File: config.mk
export PLATFORM = sky130hd
export DESIGN_NAME = dcache_wb_frame_array
export DESIGN_NICKNAME = d
export VERILOG_FILES = /design/src/rtl/dcache_wb_pkg.sv /design/src/rtl/dcache_wb_frame_array.sv
export SDC_FILE = /design/constraint.sdc
export NUM_CORES = 1
export LEC_CHECK = 0
export CORE_MARGIN = 5
export CORE_UTILIZATION = 36
export CTS_CLUSTER_DIAMETER = 200
export DETAILED_ROUTE_END_ITERATION = 8
export PLACE_DENSITY_LB_ADDON = 0.15
export SLEW_MARGIN = 0
export SYNTH_ARGS = -nofsm -noshare
export SYNTH_HDL_FRONTEND = slang
export SYNTH_SLANG_ARGS = --single-unit
File: constraint.sdc
create_clock -name CLK -period 2.45 [get_ports CLK]
set_input_delay 0.49 -clock CLK [delete_from_list [all_inputs] [get_ports CLK]]
set_output_delay 0.49 -clock CLK [all_outputs]
set_load 0.1 [all_outputs]
File: src/rtl/dcache_wb_pkg.sv
// Shared types for the write-back L1 data cache: address layout, frame record and controller states.
// The HCNT state exists only when DCACHE_HITCOUNT_EN is defined.
package dcache_wb_pkg;

    localparam int SETS  = 8;
    localparam int IDX_W = $clog2(SETS);
    localparam int TAG_W = 32 - IDX_W - 3;

    typedef logic [31:0] word_t;

    typedef struct packed {
        logic [TAG_W-1:0] tag;
        logic [IDX_W-1:0] idx;
        logic             blkoff;
        logic [1:0]       bytoff;
    } dcachef_t;

    typedef struct packed {
        logic             valid;
        logic             dirty;
        logic [TAG_W-1:0] tag;
        word_t [1:0]      word;
    } dcache_frame_t;

    typedef enum logic [3:0] {
        IDLE, WB0, WB1, LD0, LD1, FLUSH, FWB0, FWB1,
`ifdef DCACHE_HITCOUNT_EN
        HCNT,
`endif
        DONE
    } dcache_state_t;

    // Byte address of one word of a block.
    function automatic word_t blk_addr(logic [TAG_W-1:0] tag, logic [IDX_W-1:0] idx, logic blk);
        return {tag, idx, blk, 2'b00};
    endfunction

endpackage

File: src/rtl/dcache_wb_frame_array.sv
// Frame storage for dcache_wb: one asynchronous read port, one write port with
// per-word enables and a separate tag/valid/dirty update.
module dcache_wb_frame_array
    import dcache_wb_pkg::*;
(
    input  logic             CLK,
    input  logic             nRST,
    input  logic [IDX_W-1:0] ridx,
    output dcache_frame_t    rframe,
    input  logic [IDX_W-1:0] widx,
    input  logic [1:0]       wen,
    input  word_t            wdata,
    input  logic             mwen,
    input  logic             wvalid,
    input  logic             wdirty,
    input  logic [TAG_W-1:0] wtag
);

    dcache_frame_t frames [SETS];

    assign rframe = frames[ridx];

    // NOTE: the array is cleared by reset so valid bits start at 0; it is small enough to live in flops.
    always_ff @(posedge CLK or negedge nRST) begin
        if (!nRST) begin
            for (int i = 0; i < SETS; i++) frames[i] <= '0;
        end else begin
            // NOTE: non-blocking assignments keep every flop update ordered against the same clock edge.
            if (wen[0]) frames[widx].word[0] <= wdata;
            if (wen[1]) frames[widx].word[1] <= wdata;
            if (mwen) begin
                frames[widx].valid <= wvalid;
                frames[widx].dirty <= wdirty;
                frames[widx].tag   <= wtag;
            end
        end
    end

endmodule

==> results of run 1 <==
==> worst max path at each step <==
| stage | from | end | slack, ns | depth (start not counted) |
|---|---|---|---|---|
| floorplan | ridx[0] | rframe[23] | 0.05 | 5 |
| global placement | ridx[0] | rframe[66] | -0.09 | 6 |
| detailed placement | ridx[0] | rframe[66] | -0.1 | 6 |
| CTS | frames[229] | rframe[45] | -0.08 | 3 |
| global route | frames[184] | rframe[0] | -0.11 | 3 |
| finish | frames[184] | rframe[0] | -0.04 | 3 |
==> area by class of cell <==
cell class	count	area (um^2)	share of cell area
Sequential cell	736	18400	0.440
Multi-Input combinational cell	1036	14400	0.344
Timing Repair Buffer	333	4920	0.117
Clock buffer	125	2420	0.0577
Tap cell	1186	1480	0.0354
Clock inverter	24	260	0.00621
Antenna cell	3	7.51	0.000179
==> per-stage QoR <==
stage | hold slack, ns | cell area [um^2] | utilization | worst slack [ns] | TNS (ns)
detailed placement | 0.470 | 38700 | 0.422 | -0.0953 | -4.14
floorplan | 0.194 | 33600 | - | 0.0465 | 0
CTS | 0.458 | 41600 | 0.453 | -0.0841 | -3.55
global route | 0.491 | 41900 | 0.457 | -0.106 | -3.65
global placement | 0.462 | 38700 | 0.422 | -0.0872 | -3.89
finish | 0.468 | 41900 | 0.457 | -0.0428 | -0.138
==> synth_stat cells, drive strengths merged <==
master / instances / share of area
mux2: 828 / 0.28
dfrtp: 736 / 0.55
mux4: 184 / 0.12
buf: 110 / 0.023
clkbuf: 58 / 0.0065
nand4b: 9 / 0.0035
nor4bb: 8 / 0.0024
nand4: 3 / 0.0014
nor4b: 3 / 0.0017
and4bb: 1 / 0.00038
==> cells by family after synthesis <==
logic type,Yosys count
muxes,1012
and+or+nand+nor,24
DFF,736
buffers and inverters,168
==> routing by layer <==
metal,part of all wire,global-route usage,vias up
met4,0.019,0.0431,8
met1,0.46,0.246,10042
met3,0.040,0.0297,106
met2,0.48,0.291,268
li1,-,-,7798
met5,0.00052,0,-
==> power by group through the flow <==
stage          registers (mW)  logic (mW)  clock network (mW)
5_1_grt                  16.4        12.8                13.1
3_3_place_gp             16.1        11.9                   0
6_report                 16.1        12.1                12.2
4_1_cts                  16.1        12.2                12.6
2_1_floorplan            15.8        8.39                   0
3_5_place_dp             16.3        12.1                   0
==> critical path, delay by kind of cell (launching register included) <==
kind / cells / cell delay [ns]
buf+inv: 1 / 0.18
flops: 1 / 0.38
mux: 2 / 0.83
==> what timing repair did <==
| item | in CTS | in global routing |
|---|---|---|
| hold endpoints to repair | 29 | 0 |
| buffers inserted | 8 | 16 |
| hold buffers | 1 | 0 |
| gates cloned | 2 | 9 |
| resized for setup | 14 | 6 |
| pin swaps | 0 | 0 |
| endpoints found under the setup margin | 92 | 92 |
==> run_results.csv, run 1 <==
group,metric,value,unit
run_status,outcome,"complete, but fails checks",
run_status,violations,"setup timing",
worst_setup_path,cpPeakStageDelay,0.49,ns
power,p_switching,12.4,mW
clock_tree,tritoncts,"yes",
detailed_routing,dr.pass1.iters,4,
floorplan,die_area,0.0986,mm^2
clock_tree,cts_made_buffers,83,
yosys,synth_top_family_by_area,"multiplexers",
worst_setup_path,criticalPathCategory,"reg2out",
placed_design,dp.cells,3257,
worst_setup_path,critPathLaunchType,"register",
global_routing,grt_max_degree,73,
worst_setup_path,cp_max_fo,2,
finish,fin_cells,3443,
clock_tree,cts_max_level,3,
yosys,synth_adder_area_share,0,
finish,layout-drive-gt1-share,0.623,
yosys,yosysUniqueCellTypes,18,
power,pwr_density_cell,966,mW/mm^2
global_routing,first_global_vias,20510,
power,sw_frac_of_total,0.305,
worst_setup_path,rr_startpoint,"frames[695]",
clock_tree,cts_root_buffer,"clkbuf_16",
global_routing,antenna_found_initial,7,
power,power_leakage,17.9,nW
sta,setup-violations-final,11,
worst_setup_path,crit_chain,"mux4_2 -> mux2_4 -> buf_12",
detailed_routing,drt_wl_total,86900,um
floorplan,placementRows,111,
power,pwr-share-clk,0.302,
clock_tree,cts_buffer_depth,3,
floorplan,dieWidth,314,um
worst_setup_path,arrival,2.00,ns
finish,largest_reg_flops,736,
power,p_comb_frac,0.300,
sta,fin_ws,-0.0428,ns
power,p_total,40.5,mW
worst_setup_path,crit_required,1.96,ns
yosys,synth-xor-area-share,0,
detailed_routing,via_per_inst,5.29,
yosys,ys_seq_area_frac,0.554,
worst_setup_path,r2r_setup_slack,1.46,ns
placed_design,gp_congestion,0.715,
detailed_routing,ant_nets,0,
finish,fillers,7852,
finish,largest-register,"frames",
yosys,syn_area,0.0333,mm^2
floorplan,die_y,314,um
sta,rsz0062_at_grt,"true",
yosys,ys_ff_latch,736,
clock_tree,clkLatencyLatePin,0.62,ns
floorplan,core-area,0.0917,mm^2
sta,slew_viol_final,0,
floorplan,initial_core_util,0.363,
sta,finalHoldViolCount,0,
sta,finalCritPeriodShare,1.02,
worst_setup_path,r2r-end,"frames[695]",
detailed_routing,drc,0,
finish,syn2layout_area_growth,26.0,%
detailed_routing,first_iter_violations,831,
clock_tree,path_clk_slew,0.06,ns
worst_setup_path,critPathCaptureType,"primary output",
placed_design,dp_hpwl,52700,um
finish,mostFrequentLayoutCells,"736 x dfrtp_1, 694 x mux2_2, 184 x mux4_2",
hold_path,hold_class,"in2async",
clock_tree,clock_sink_count,736,
power,power_frac_seq,0.398,
global_routing,grt.total_usage,0.177,
sta,fmax,401,MHz
sta,tightestPinTransition,0.650,ns
worst_setup_path,reg2reg_depth,3,
yosys,synthCells,1940,
detailed_routing,wl_per_cell,25.2,um
finish,reg_top3,"frames (736)",
sta,skew,0,ns
yosys,yosys.area_share.simple,0.00937,
power,peakVddDrop,0.000546,V
run,max-cap-violations,0,
yosys,synth.area.mux_share,0.407,
power,internal_power,28.1,mW
yosys,synth_nets,2011,
global_routing,grt_pass1_wl,133000,um
detailed_routing,vias,18222,
finish,finalNetCount,2261,
floorplan,io_pins,163,
yosys,yosys_warnings,0,
sta,relSlewSlack,0.565,
yosys,syn_area_per_cell,17.1,um^2
worst_setup_path,critPathSlowestCell,"mux4_2",
global_routing,overflow,0,
yosys,synth-compound-area-share,0,
placed_design,port_buffers,162,
finish,final_common_cell,"dfrtp_1",
sta,period_minus_slack,2.49,ns
No activity file was read; power rests on OpenSTA's default activity.
==> run 2: changes to the inputs <==
HOLD_SLACK_MARGIN = 0.06   (was default)
==> results of run 2 <==
Final layout, timing and power as in run 1 (identical DEF).
==> run 3: changes to the inputs <==
ABC_AREA = 1   (was default)
==> run_results.csv, run 3 <==
group,metric,value,unit
run_status,outcome,"finished, final reports clean",
yosys,yosys_warnings,0,
sta,fin_tns_setup,0,ns
finish,layout-drive-gt1-share,0.102,
clock_tree,cts_setup_buffers,0,
worst_setup_path,rr_startpoint,"frames[404]",
finish,largest_reg_flops,736,
floorplan,initial_core_util,0.362,
floorplan,core-area,0.0984,mm^2
worst_setup_path,cpPeakStageDelay,0.23,ns
finish,syn2layout_area_growth,23.5,%
floorplan,io_pins,163,
placed_design,pre_cts_ws,0.0132,ns
yosys,async_reset_ff_frac,1.00,
detailed_routing,vias,30507,
sta,hold_ws,0.346,ns
worst_setup_path,critPathSlowestCell,"buf_12",
yosys,synth_nets,5000,
worst_setup_path,crit_required,1.96,ns
global_routing,overflow,0,
detailed_routing,wl_per_cell,18.6,um
sta,slew_viol_final,0,
placed_design,port_buffers,162,
yosys,synth_adder_area_share,0,
clock_tree,tritoncts,"yes",
yosys,synth_edf_count,0,
sta,period_minus_slack,2.31,ns
yosys,yosys.area_share.simple,0.260,
yosys,synth.area.top_cells,"dfrtp_1 52%, nand2_1 20%, o21ai_0 10%",
placed_design,gp_congestion,0.799,
hold_path,hold_class,"in2async",
global_routing,grt_max_degree,85,
finish,final_common_cell,"nand2_1",
yosys,synth-xor-area-share,0,
sta,fmax,433,MHz
worst_setup_path,criticalPathCategory,"in2out",
yosys,ys_ff_latch,736,
detailed_routing,first_iter_violations,2487,
clock_tree,cts_root_buffer,"clkbuf_16",
clock_tree,clock_sink_count,736,
run,max-cap-violations,0,
floorplan,placementRows,115,
floorplan,dieWidth,325,um
clock_tree,path_clk_slew,0.06,ns
finish,finalNetCount,5104,
placed_design,dp_hpwl,78500,um
worst_setup_path,startpoint,"ridx[1]",
yosys,ys.flop_type,"dfrtp_1",
detailed_routing,ant_nets,0,
yosys,yosysTopAreaCellShare,0.517,
sta,fin_ws,0.143,ns
global_routing,grt.total_usage,0.224,
yosys,yosysUniqueCellTypes,14,
finish,mostFrequentLayoutCells,"1840 x nand2_1, 802 x inv_1, 736 x dfrtp_1",
power,pwr_density_cell,848,mW/mm^2
yosys,synthCells,4929,
clock_tree,clkLatencyLatePin,0.62,ns
worst_setup_path,critPathLaunchType,"input pin",
yosys,syn_area_per_cell,7.23,um^2
yosys,synth_top_family_by_area,"simple AND/OR/NAND/NOR gates",
power,peakVddDrop,0.000643,V
power,power_leakage,22.6,nW
global_routing,antenna_found_initial,15,
detailed_routing,dr.pass1.iters,8,
floorplan,die_area,0.105,mm^2
yosys,synth.area.mux_share,0,
global_routing,first_global_vias,29053,
placed_design,post_dp_cell_area,0.0413,mm^2
yosys,synth-compound-area-share,0.103,
finish,design_area,0.0440,mm^2
power,p_total,37.3,mW
yosys,synth.most_common_cell,"nand2_1",
detailed_routing,drc,0,
clock_tree,cts_max_level,3,
detailed_routing,drt_wl_total,119000,um
global_routing,grt_pass1_wl,184000,um
sta,rsz0062_at_grt,"false",
finish,reg_top3,"frames (736)",
sta,relSlewSlack,0.617,
yosys,ys_seq_area_frac,0.517,
yosys,syn_area,0.0357,mm^2
sta,finalHoldViolCount,0,
worst_setup_path,critPathCaptureType,"primary output",
floorplan,die_y,325,um
worst_setup_path,crit_chain,"buf_6 -> buf_12 -> buf_12 -> nand3_1 -> nand2_1 -> nand2_1 -> nand2_2 -> buf_12",
yosys,synth_top_cells_by_count,"1944 x nand2_1, 804 x inv_1, 736 x dfrtp_1",
yosys,synth_top_area_cell,"dfrtp_1",
sta,skew,0,ns
clock_tree,cts_made_buffers,84,
worst_setup_path,cp_common_cell,"buf_12",
worst_setup_path,arrival,1.82,ns
sta,finalCritPeriodShare,0.942,
sta,tightestPinTransition,0.575,ns
finish,largest-register,"frames",
sta,setup-violations-final,0,
clock_tree,cts_buffer_depth,3,
detailed_routing,via_per_inst,4.77,
worst_setup_path,cp_max_fo,28,
-- run 3: final timing paths --
kind,slack [ns],endpoint,depth (start not counted)
max,0.14,rframe[15],8
min,0.35,frames[162],2
max reg2reg,1.75,frames[404],2
min reg2reg,0.48,frames[365],2
max in group asynchronous,1.13,frames[192],3
min in group CLK,0.48,frames[365],2
-- run 3: layout make-up --
class / count / area (um^2)
fillers: 9973 / 54400
flip-flops and latches: 736 / 18400
multi-input cells: 3068 / 13300
repair buffers: 338 / 4950
inverters: 805 / 3040
clock buffers: 127 / 2500
well taps: 1287 / 1610
clock inverters: 23 / 226
diodes: 5 / 12.5
-- run 3: kinds of logic after synthesis --
group	Yosys count
and+or+nand+nor	2332
buffers and inverters	1125
DFF	736
AOI/OAI and AO/OA	736
-- run 3: repair_timing --
action / 4_1_cts / 5_1_grt
hold buffers: 1 / 0
gates resized for setup: 0 / 0
endpoints found under the hold margin: 24 / 0
-- run 3: routing by layer --
metal	vias to the layer above	GRT usage	part of all wire
met3	157	0.0490	0.065
met4	14	0.0620	0.028
li1	15157	-	-
met2	703	0.358	0.45
met5	-	0	0.00075
met1	14476	0.308	0.46
-- run 3: where the power goes --
group | switching (mW) | internal, mW | leakage [nW] | total, mW
clock | 5.23 | 7.34 | 1.35 | 12.6
combinational | 6.15 | 3.19 | 12.1 | 9.34
sequential | 0.877 | 14.5 | 9.12 | 15.4
total | 12.3 | 25.1 | 22.6 | 37.3
-- run 3: critical path: cells and delay by family --
family	cells	cell delay, ns
buf+inv	4	0.86
simple gates	4	0.42
-- run 3: per-stage QoR --
step	std cells	utilization
after global placement	6233	0.419
final	6389	0.447
after detailed placement	6233	0.419
after CTS	6384	0.447
after floorplan	4929	-
after global routing	6385	0.447
